`src/rtl/shift_universal_seq.sv`:
```
// rtl/shift_universal_seq.sv - N-bit universal shift register with count-driven multi-cycle sequencer (optional rotates: SHIFT_ROTATE_EN)
module shift_universal_seq #(
    parameter int N  = 8,
    parameter int CW = 4
) (
    input  logic          Clk,
    input  logic          Rst_n,
    input  logic [N-1:0]  In,
    input  logic          IL,
    input  logic          IR,
    input  logic [2:0]    Mode,
    input  logic          Start,
    input  logic [CW-1:0] Count,
    output logic [N-1:0]  Out,
    output logic          Busy,
    output logic          Done
);

    localparam logic [2:0] MODE_LOAD = 3'b001;
    localparam logic [2:0] MODE_SHL  = 3'b010;
    localparam logic [2:0] MODE_SHR  = 3'b011;
    localparam logic [2:0] MODE_ROL  = 3'b100;
    localparam logic [2:0] MODE_ROR  = 3'b101;
    localparam logic [2:0] MODE_ASR  = 3'b110;

    typedef enum logic {
        IDLE,
        SHIFT
    } state_t;

    state_t        state_q, state_d;
    logic [N-1:0]  out_q, out_d;
    logic [CW-1:0] rem_q, rem_d;
    logic [2:0]    mode_q, mode_d;
    logic          done_q, done_d;

    // True for modes that run through the SHIFT state; rotates only exist when enabled
    function automatic logic is_shift_mode(input logic [2:0] md);
        case (md)
            MODE_SHL, MODE_SHR, MODE_ASR: is_shift_mode = 1'b1;
`ifdef SHIFT_ROTATE_EN
            MODE_ROL, MODE_ROR:           is_shift_mode = 1'b1;
`endif
            default:                      is_shift_mode = 1'b0;
        endcase
    endfunction

    // One single-bit step; serial fill bits come straight from the live inputs
    function automatic logic [N-1:0] step(input logic [2:0] md, input logic [N-1:0] v,
                                          input logic il, input logic ir);
        case (md)
            MODE_SHL: step = {v[N-2:0], ir};
            MODE_SHR: step = {il, v[N-1:1]};
            MODE_ASR: step = {v[N-1], v[N-1:1]};
`ifdef SHIFT_ROTATE_EN
            MODE_ROL: step = {v[N-2:0], v[N-1]};
            MODE_ROR: step = {v[0], v[N-1:1]};
`endif
            default:  step = v;
        endcase
    endfunction

    // Next-state and datapath: accept requests in IDLE, step once per edge in SHIFT
    always_comb begin
        state_d = state_q;
        out_d   = out_q;
        rem_d   = rem_q;
        mode_d  = mode_q;
        done_d  = 1'b0;
        case (state_q)
            IDLE: begin
                if (Start) begin
                    if (Mode == MODE_LOAD) begin
                        out_d  = In;
                        done_d = 1'b1;
                    end else if (is_shift_mode(Mode) && (Count != '0)) begin
                        mode_d  = Mode;
                        rem_d   = Count;
                        state_d = SHIFT;
                    end else begin
                        // hold, reserved, disabled rotate, or zero-length shift
                        done_d = 1'b1;
                    end
                end
            end
            SHIFT: begin
                out_d = step(mode_q, out_q, IL, IR);
                rem_d = rem_q - 1'b1;
                if (rem_q == CW'(1)) begin
                    state_d = IDLE;
                    done_d  = 1'b1;
                end
            end
            default: state_d = IDLE;
        endcase
    end

    // State register with synchronous active-low reset overriding any request
    always_ff @(posedge Clk) begin
        if (!Rst_n) begin
            state_q <= IDLE;
            out_q   <= '0;
            rem_q   <= '0;
            mode_q  <= '0;
            done_q  <= 1'b0;
        end else begin
            state_q <= state_d;
            out_q   <= out_d;
            rem_q   <= rem_d;
            mode_q  <= mode_d;
            done_q  <= done_d;
        end
    end

    assign Out  = out_q;
    assign Busy = (state_q == SHIFT);
    assign Done = done_q;

endmodule
```
`config.mk`:
```
export PLATFORM = sky130hd
export DESIGN_NAME = shift_universal_seq
export DESIGN_NICKNAME = d
export VERILOG_FILES = /design/src/rtl/shift_universal_seq.sv
export SDC_FILE = /design/constraint.sdc
export NUM_CORES = 1
export LEC_CHECK = 0
export CORE_MARGIN = 10
export CORE_UTILIZATION = 49
export CTS_CLUSTER_DIAMETER = 200
export DETAILED_ROUTE_END_ITERATION = 7
export GPL_ROUTABILITY_DRIVEN = 1
export PLACE_DENSITY_LB_ADDON = 0.1
export SETUP_SLACK_MARGIN = 0.5
export SLEW_MARGIN = 10
export SYNTH_ARGS = -nofsm -noshare
export SYNTH_HDL_FRONTEND = slang
export SYNTH_SLANG_ARGS = --single-unit
export TNS_END_PERCENT = 100
```
`constraint.sdc`:
```
create_clock -name Clk -period 4.4 [get_ports Clk]
set_clock_uncertainty 0.2 [all_clocks]
set_input_delay 0.88 -clock Clk [delete_from_list [all_inputs] [get_ports Clk]]
set_output_delay 0.88 -clock Clk [all_outputs]
set_load 0.01 [all_outputs]
```
# --- Yosys cells after proc, flatten, opt, wreduce, memory -nomap -nowiden ---
# Index checks and enable logic that the tools add are counted.
word_totals:
  out_inout_bits: 10
  input_bits: 20
  romBits: 0
  n_memories: 0
  latchBits: 0
  wordCells: 53
  register_bits: 17
  mem_bits_rw: 0
classes:
  shift: 0
  reduce_logical: 7
  muxes: 22
  order_cmp: 0
  div_mod_pow: 0
  n_mul: 0
  bitwise_logic: 2
  add_sub_neg: 1
  eq_ne: 15
ops:
  columns: ["operator", "n"]
  rows:
  - ["one-hot mux 8 bit (3 select lines)", 1]
  - ["2-to-1 mux 8 bit", 2]
  - ["one-hot mux 8 bit (2 select lines)", 1]
  - ["equality test 3 x 2 -> 1 bit, second input constant", 4]
  - ["2-to-1 mux 1 bit", 12]
  - ["2-to-1 mux 4 bit", 3]
  - ["inequality test 2 bit, second input constant", 5]
  - ["one-hot mux 4 bit (2 select lines)", 1]
  - ["AND reduction 4 bit", 2]
  - ["equality test 3 bit, second input constant", 2]
  - ["AND reduction 3 bit", 2]
  - ["equality test 4 x 1 -> 1 bit, second input constant", 1]
  - ["inequality test 4 x 1 -> 1 bit, second input constant", 1]
  - ["one-hot mux 1 bit (2 select lines)", 2]
  - ["nonzero test 4 bit", 1]
  - ["subtractor 4 x 1 -> 4 bit, second input constant", 1]
  - ["equality test 3 x 1 -> 1 bit, second input constant", 1]
  - ["inequality test 3 x 1 -> 1 bit, second input constant", 1]
  - ["OR reduction 3 bit", 1]
  - ["inverter 1 bit", 2]
  - ["logical AND 1 bit", 1]

# --- Depth between registers and ports, before layout ---
# Gate-level depths: netlist of run 1.
depth:
  ltp_word: 11
  depth_mapped: 6
  mapped_depth_nobuf: 6

# --- Least setup slack after synthesis of run 1 ---
# Ideal clock, no wire load.
synth_path:
  path_type: "input -> register"
  start: "in Count[2]"
  end: "reg rem_q[3]"
  setup_ns: 0.116
  n_path_buf: 0
  t_arrival_ns: 1.871
  stages: 4
  path_slack_ns: 2.213
  required_time_ns: 4.084
  path_cell_list: "or4_4 > a31oi_4 > a22oi_1 > o211a_1"
synth_between:
  elab_chain_len: 4
synth_rtl:
  columns: ["item", "line", "rtl"]
  rows:
  - ["from (decl)", "13", "input logic [CW-1:0] Count,"]
  - ["nonzero test 4 bit", "76", "end else if (is_shift_mode(Mode) && (Count != '0)) begin"]
  - ["logical AND 1 bit", "76", null]
  - ["inequality test 2 bit (no source line)", null, null]
  - ["AND reduction 3 bit (no source line)", null, null]
  - ["to (signal assigned)", "109", "rem_q <= rem_d;"]
  - ["to (decl)", "33", "logic [CW-1:0] rem_q, rem_d;"]
# Every way passes these cells.
# A chain may end at the register's enable or synchronous reset.

# --- Worst setup path in the final report of run 1 ---
# Same ends and word-level chain as after synthesis.

==> results of run 1 <==
-- metrics by stage --
stage,hold WS (ns),util (%),cells
2_1_floorplan,0.262,-,114
3_3_place_gp,0.251,67.3,168
3_5_place_dp,0.265,67.3,168
4_1_cts,0.279,68.6,172
5_1_grt,0.300,68.6,172
6_report,0.275,68.6,172
-- power groups by stage --
stage / Clock, mW / Combinational, mW / Sequential (mW)
finish: 0.0845 / 0.0844 / 0.171
global route: 0.0896 / 0.0937 / 0.172
CTS: 0.0867 / 0.0854 / 0.171
detailed placement: 0 / 0.0849 / 0.174
global placement: 0 / 0.0829 / 0.174
floorplan: 0 / 0.0465 / 0.175
-- cell type report --
| cell class | count | area (sq um) | share of cell area, % |
|---|---|---|---|
| Multi-Input combinational cell | 88 | 612 | 45.9 |
| Sequential cell | 17 | 340 | 25.5 |
| Timing Repair Buffer | 30 | 298 | 22.3 |
| Tap cell | 27 | 33.8 | 2.54 |
| Clock buffer | 4 | 26.3 | 1.97 |
| Inverter | 6 | 22.5 | 1.69 |
-- final timing paths --
check                           start                     end  slack (ns)  depth (start not counted)
setup / recovery             Count[2]   rem_q[3]$_SDFFE_PN0P_        2.01                          5
hold / removal    Out[0]$_SDFFE_PN0P_     Out[0]$_SDFFE_PN0P_        0.28                          2
setup reg to reg      Busy$_SDFF_PN0_  mode_q[2]$_SDFFE_PN0P_        2.69                          5
hold reg to reg   Out[0]$_SDFFE_PN0P_     Out[0]$_SDFFE_PN0P_        0.28                          2
-- sequential cells by signal, indices dropped and copies added, names as in the netlist --
register	flops
mode_q	3
Busy	1
Out	8
Done	1
rem_q	4
-- cells by family (layout without fill, tap and decap cells) --
group,Yosys count,in the layout,synth area share [%]
buf+inv,9,40,3.67
simple gates,46,46,24.7
flops,17,17,34.4
mux,10,10,10.1
fa+ha+maj,2,2,2.53
xor+xnor,3,3,2.66
compound gates,27,27,21.9
-- per-layer routing --
layer / global-route usage, % / part of all wire, % / vias up
li1: - / - / 470
met4: 3.21 / 0.78 / 0
met1: 12.8 / 43 / 440
met5: 0 / 0 / -
met2: 21.8 / 49 / 22
met3: 4.47 / 6.8 / 2
-- layout by cell type (no fill, tap or decap), types with 2 or more instances in the layout --
cell type        instances
nor3b_1                  2
nand2b_1                11
nand3_1                  3
o21a_1                   2
dfxtp_1                 17
nor3_1                   2
o211ai_1                 2
nor2_1                   7
clkdlybuf4s50_1         29
inv_1                    6
mux2i_1                 10
nand2_1                 14
ha_1                     2
xnor2_1                  2
o22ai_1                  2
a21oi_1                  4
clkbuf_4                 3
nor2b_1                  2
o31ai_1                  7
-- worst register-to-register path, cell delays in order, from the launching register on --
cell and delay, ns:
dfxtp_1 0.36, buf_4 0.29, nand2b_1 0.27, nand3b_2 0.22, mux2i_1 0.21, nor2b_1 0.06
==> impl_metrics.tcl, run 1 <==
set metrics [dict create \
    status "finished clean" \
    synth_edf_count 0 \
    grt_util_all_layers_pct 12.1 \
    syn_inst 114 \
    clk_pin_slew_ns 0.10 \
    grt_max_degree 28 \
    max_stage_delay_ns 0.59 \
    dieWidth_um 64.9 \
    period_share_pct 54.3 \
    yosys_warnings 0 \
    initial_utilization_pct 50.9 \
    p_total_uw 340 \
    critPathTopFamily "simple AND/OR/NAND/NOR gates" \
    end_kind "register" \
    tns_ns 0 \
    cp_max_fo 5 \
    nFillCells 173 \
    ios 30 \
    post_cts_buffers 0 \
    avgSynthCellArea_sq_um 8.67 \
    fmax_mhz 419 \
    synth.largest_area_cell "dfxtp_1" \
    grt_pass1_vias 974 \
    crit_chain "clkdlybuf4s50_1 > or4_4 > a31oi_4 > a22oi_1 > o211a_1" \
    rsz0062_at_grt "no" \
    dp_hpwl_mm 1.94 \
    combPwrFrac_pct 24.8 \
    route.detailed.drc 0 \
    cpMaxStageDelayCell "or4_4" \
    synthArstFlopShare_pct 0 \
    crit_buf_inv 1 \
    p_leak_nw 0.532 \
    io_buffers 29 \
    num_vias 934 \
    dieArea_sq_mm 0.00421 \
    drtAntennaViolNets 0 \
    synth_top_area_share_pct 34.4 \
    cts_buffers 3 \
    final_nets 168 \
    worstMarginPinSlew_ns 0.483 \
    design.core.area_sq_mm 0.00194 \
    p_sw_uw 95.6 \
    drt_pass1_iterations 4 \
    p_per_area_mw_per_mm2 255 \
    netlist_top_cells_area "dfxtp_1 (34%), mux2i_1 (10%), nand2b_1 (7.0%), nand2_1 (5.3%), o31ai_1 (5.3%)" \
    peakVddDrop_v 0.000197 \
    synth_flop_cell "dfxtp_1" \
    hp-class "register to register" \
    cts_tree "done" \
    finalWeightedCongestion 0.778 \
    overflow 0 \
    ys_types 35 \
    grt_pass1_wl_mm 4.26 \
    postLayoutCellArea_sq_mm 0.00133 \
    rows 16 \
    drive_above_1_share_pct 7.59 \
    start_kind "input pin" \
    cts-root-buf "clkbuf_4" \
    hold_viol 0 \
    critPathArrivalTime_ns 2.37 \
    worst_skew_pair.late_latency_ns 0.28 \
    syn_nets 136 \
    slew-limit-headroom_pct 67.7 \
    diodes 0 \
    route.detailed.vias_per_inst 5.43 \
    max-cap-violations 0 \
    clockBufferDepth 2 \
    pre_cts_ws_ns 1.70 \
    setup_violations 0 \
    setup_ws_ns 2.01 \
    p_sw_share_pct 28.1 \
    post_synth_most_frequent_cells "dfxtp_1 (17), nand2_1 (14), nand2b_1 (11)" \
    cts_sinks 17 \
    p_clk_share_pct 24.9 \
    area_growth_pct 34.8 \
    fin_crit_ns 2.39 \
    cts_hold_buffers 0 \
    finalMaxSlewViolations 0 \
    routedWlPerCell_um 14.2 \
    ys_ff_latch 17 \
    die_h_um 64.9 \
    worstPathRequired_ns 4.38 \
    antenna_found_initial 0 \
    yosysSeqAreaShare_pct 34.4 \
    syn_area_sq_um 988 \
    htreeDepth 1 \
    yosysMostFrequentCell "dfxtp_1" \
    path_class "input pin to register" \
    p_seq_share_pct 50.3 \
    place_area_sq_mm 0.00131 \
    drt-initial-drc-count 21 \
    p_int_uw 244 \
    cts_resized 0 \
    routed_wl_mm 2.44 \
]
Power figures use the tool's default switching activity.
==> run 2: changes to the inputs <==
--- a/config.mk
+++ b/config.mk
@@ -6,7 +6,7 @@
 export NUM_CORES = 1
 export LEC_CHECK = 0
 export CORE_MARGIN = 10
-export CORE_UTILIZATION = 49
+export CORE_UTILIZATION = 46
 export CTS_CLUSTER_DIAMETER = 200
 export DETAILED_ROUTE_END_ITERATION = 7
 export GPL_ROUTABILITY_DRIVEN = 1
==> constraint.sdc (replaced) <==
create_clock -name Clk -period 2.2 [get_ports Clk]
set_clock_uncertainty 0.2 [all_clocks]
set_input_delay 0.44 -clock Clk [delete_from_list [all_inputs] [get_ports Clk]]
set_output_delay 0.44 -clock Clk [all_outputs]
set_load 0.01 [all_outputs]
==> impl_metrics.tcl, run 2 (synthesized netlist as in run 1, its figures left out) <==
set metrics [dict create \
    start_kind "input pin" \
    pre_cts_ws_ns -0.0149 \
    max-cap-violations 0 \
    nFillCells 172 \
    largest_reg_flops 8 \
    worstPathRequired_ns 2.19 \
    worst_skew_pair.late_latency_ns 0.29 \
    end_kind "register" \
    io_buffers 29 \
    route.detailed.drc 0 \
    peakVddDrop_v 0.000389 \
    crit_chain "dlygate4sd2_1 > or4_4 > a31oi_4 > a22oi_1 > o211a_1" \
    cts_tree "done" \
    routedWlPerCell_um 14.8 \
    clockBufferDepth 2 \
    grt_pass1_vias 1001 \
    cpMaxStageDelayCell "or4_4" \
    hold_slack_ns 0.266 \
    drt-initial-drc-count 38 \
    period_share_pct 75.4 \
    fin_crit_ns 1.66 \
    rows 16 \
    tns_ns 0 \
    routed_wl_mm 2.65 \
    rr_startpoint "Busy$_SDFF_PN0_" \
    clk_pin_slew_ns 0.10 \
    cts-root-buf "clkbuf_4" \
    drtAntennaViolNets 0 \
    design.core.area_sq_mm 0.00200 \
    seq_area_sq_um 340 \
    die_h_um 66.4 \
    finalMaxSlewViolations 0 \
    cts_sinks 17 \
    layout_commonest_cell "dfxtp_1" \
    cts_buffers 3 \
    grt_util_all_layers_pct 12.2 \
    final_nets 175 \
    rsz0062_at_grt "no" \
    diodes 0 \
    finalWeightedCongestion 0.738 \
    p_per_area_mw_per_mm2 499 \
    antenna_found_initial 0 \
    final_cell_mix "dfxtp_1 (17), dlygate4sd2_1 (15), nand2_1 (14)" \
    worstMarginPinSlew_ns 0.381 \
    grt_pass1_wl_mm 4.46 \
    slew-limit-headroom_pct 74.5 \
    drive_above_1_share_pct 13.8 \
    cp_max_fo 4 \
    area_growth_pct 42.2 \
    grt_max_degree 17 \
    dieArea_sq_mm 0.00440 \
    dp_hpwl_mm 2.02 \
    ios 30 \
    setup_violations 0 \
    crit_start "Count[2]" \
    critPathArrivalTime_ns 1.65 \
    hold_viol 0 \
    fin_cells 179 \
    worstHoldStart "Out[0]$_SDFFE_PN0P_" \
    hp-class "register to register" \
    drt_pass1_iterations 4 \
    setup_ws_ns 0.541 \
    dp_cells 174 \
    dieWidth_um 66.4 \
    num_vias 952 \
    htreeDepth 1 \
    max_stage_delay_ns 0.54 \
    status "finished clean" \
    multi_input_area_sq_um 647 \
    initial_utilization_pct 49.4 \
    p_total_uw 702 \
    p_leak_nw 0.637 \
    route.detailed.vias_per_inst 5.32 \
    overflow 0 \
    path_class "input pin to register" \
    fmax_mhz 603 \
]
-- run 2: cell count changes in the layout (fill, tap and decap cells not counted), sizes merged --
cell	previous run	this run
buf	1	8
dlygate4sd2	0	15
clkdlybuf4s50	29	12
clkdlybuf4s15	0	2
-- run 2: path summary, 6_finish.rpt --
kind | to | slack (ns) | cells after the start
worst max-delay path | rem_q[3]$_SDFFE_PN0P_ | 0.54 | 5
worst min-delay path | Out[0]$_SDFFE_PN0P_ | 0.27 | 2
worst max register to register | Out[2]$_SDFFE_PN0P_ | 0.60 | 5
worst min register to register | Out[0]$_SDFFE_PN0P_ | 0.27 | 2
-- run 2: layout make-up --
class | instances | area share (%)
Multi-Input combinational cell | 88 | 46.0
Tap cell | 27 | 2.40
Inverter | 6 | 1.60
Clock buffer | 4 | 1.87
Sequential cell | 17 | 24.2
Timing Repair Buffer | 37 | 23.9
-- run 2: metal layers --
| metal | track usage [%] | routed length, um | vias to the layer above |
|---|---|---|---|
| met2 | 20.7 | 1220 | 30 |
| met4 | 3.93 | 30 | 0 |
| met3 | 4.24 | 210 | 4 |
| met1 | 13.9 | 1190 | 436 |
| met5 | 0 | 0 | - |
| li1 | - | - | 482 |
-- run 2: where the power goes --
part           switching [mW]  total [mW]  internal [mW]
clock                   0.104       0.174         0.0703
combinational          0.0857       0.185         0.0988
sequential             0.0167       0.343          0.326
total                   0.207       0.702          0.495
-- run 2: through the flow --
stage / instance area [sq um] / util [%]
final: 1410 / 70.2
after global routing: 1410 / 70.2
after CTS: 1400 / 70.1
after detailed placement: 1350 / 67.5
after global placement: 1350 / 67.5
after floorplan: 988 / -
-- run 2: worst max-delay path, delay by kind of cell --
family	cells	cell delay (ns)
and+or+nand+nor	1	0.54
buffers and inverters	1	0.25
AOI/OAI and AO/OA	3	0.42
-- run 2: repair_timing --
item / in CTS / in global routing
setup endpoints to repair: 27 / 9
gates resized for setup: 26 / 1
buffers inserted: 1 / 0
pin swaps: 6 / 2
hold buffers: 0 / 0
==> run 3: changes to the inputs <==
==> constraint.sdc (replaced) <==
create_clock -name Clk -period 1.74 [get_ports Clk]
set_clock_uncertainty 0.2 [all_clocks]
set_input_delay 0.348 -clock Clk [delete_from_list [all_inputs] [get_ports Clk]]
set_output_delay 0.348 -clock Clk [all_outputs]
set_load 0.01 [all_outputs]
==> impl_metrics.tcl, run 3 (synthesized netlist as in run 1, its figures left out) <==
set metrics [dict create \
    status "finished clean" \
    critPathTopFamily "simple AND/OR/NAND/NOR gates" \
    diodes 0 \
    period_share_pct 84.1 \
    layout_commonest_cell "buf_4" \
    clockBufferDepth 2 \
    rsz0062_at_grt "yes" \
    cts_sinks 17 \
    drive_above_1_share_pct 58.6 \
    routed_wl_mm 3.98 \
    finalWeightedCongestion 0.872 \
    p_per_area_mw_per_mm2 577 \
    route.detailed.vias_per_inst 5.70 \
    max-cap-violations 0 \
    slew-limit-headroom_pct 83.0 \
    grt_util_all_layers_pct 15.7 \
    dieArea_sq_mm 0.00440 \
    cts_tree "done" \
    hold_viol 0 \
    max_stage_delay_ns 0.58 \
    worst_skew_pair.late_latency_ns 0.31 \
    route.detailed.drc 0 \
    postLayoutCellArea_sq_mm 0.00179 \
    area_growth_pct 81.1 \
    rows 16 \
    cts-root-buf "clkbuf_4" \
    fin_crit_ns 1.46 \
    crit_chain "buf_6 > or4_4 > nand3b_4 > mux2i_1 > nor2b_1" \
    reg2reg_to "Out[2]$_SDFFE_PN0P_" \
    worstHoldPathCells 5 \
    worstPathRequired_ns 1.75 \
    routedWlPerCell_um 19.8 \
    design.core.area_sq_mm 0.00200 \
    crit_buf_inv 1 \
    final_nets 197 \
    setup_violations 0 \
    htreeDepth 1 \
    start_kind "input pin" \
    cpMaxStageDelayCell "or4_4" \
    r2r_setup_slack_ns 0.30 \
    dp_hpwl_mm 2.04 \
    hold_slack_ns 0.182 \
    hold_end "rem_q[1]$_SDFFE_PN0P_" \
    fmax_mhz 683 \
    ios 30 \
    die_h_um 66.4 \
    overflow 0 \
    grt_pass1_vias 1127 \
    drtAntennaViolNets 0 \
    hp-class "input pin to register" \
    largest_reg_flops 8 \
    peakVddDrop_v 0.000521 \
    critPathArrivalTime_ns 1.47 \
    p_total_mw 1.03 \
    postLayoutCoreUtil_pct 89.4 \
    place_area_sq_mm 0.00141 \
    path_class "input pin to register" \
    grt_pass1_wl_mm 5.44 \
    cp_max_fo 5 \
    drt-initial-drc-count 51 \
    worstMarginPinSlew_ns 0.254 \
    p_leak_nw 0.812 \
    drt_pass1_iterations 4 \
    io_buffers 29 \
    initial_utilization_pct 49.4 \
    reg2reg_depth 5 \
    finalMaxSlewViolations 0 \
    end_kind "register" \
    worstHoldStart "Count[1]" \
    clk_pin_slew_ns 0.13 \
    grt_max_degree 14 \
    final_cell_mix "buf_4 (26), buf_6 (16), dfxtp_2 (12)" \
    num_vias 1145 \
    cts_buffers 3 \
    antenna_found_initial 0 \
    dieWidth_um 66.4 \
    cts_hold_buffers 0 \
    rr_startpoint "Busy$_SDFF_PN0_" \
]
## run 3: cell count changes in the layout (fill, tap and decap cells not counted), moves of 4 or more
cell and change:
dlygate4sd2_1 -13, buf_6 +15, buf_2 +5, buf_4 +19, o31ai_1 -4, dfxtp_1 -14
dfxtp_2 +12, nand2_1 -6
## run 3: what timing repair did
item	4_1_cts	5_1_grt
endpoints found under the setup margin	27	27
pin swaps	16	8
gates resized for setup	120	22
setup buffers	11	7
## run 3: tightest hold or removal path, delay by kind of cell
family / cells / cell delay [ns]
simple gates: 1 / 0.08
compound gates: 1 / 0.05
buf+inv: 2 / 0.13
mux: 1 / 0.06
## run 3: where the power goes
group / total (mW) / internal [mW] / switching (mW)
Combinational: 0.342 / 0.182 / 0.160
Sequential: 0.442 / 0.414 / 0.0282
Clock: 0.250 / 0.0876 / 0.162
## run 3: layer usage
metal  GRT usage, %  wire length, um
met1           17.1             1420
met2           26.9             2090
met3           4.92              344
met4           7.07              135
met5              0                0
## run 3: how the worst max path moves through the flow
stage / from / end / slack (ns) / cells after the start
after floorplan: Count[2] / rem_q[3]$_SDFFE_PN0P_ / 0.11 / 4
after global placement: Count[2] / mode_q[2]$_SDFFE_PN0P_ / -0.33 / 5
after detailed placement: Count[2] / mode_q[0]$_SDFFE_PN0P_ / -0.38 / 5
after CTS: Count[0] / rem_q[3]$_SDFFE_PN0P_ / 0.30 / 5
after global routing: Count[3] / mode_q[0]$_SDFFE_PN0P_ / 0.25 / 5
final: Count[3] / mode_q[0]$_SDFFE_PN0P_ / 0.28 / 5
## run 3: layout make-up
class / count / area [sq um]
Clock buffer: 3 / 22.5
Clock inverter: 1 / 7.51
Fill cell: 89 / 211
Inverter: 6 / 22.5
Multi-Input combinational cell: 88 / 823
Sequential cell: 17 / 363
Tap cell: 27 / 33.8
Timing Repair Buffer: 59 / 518
## run 3: metrics by stage
stage	worst slack, ns	instances	TNS [ns]
after detailed placement	-0.379	179	-4.96
after global placement	-0.331	179	-4.57
after global routing	0.252	201	0
final	0.277	201	0
after floorplan	0.112	114	0
after CTS	0.297	194	0
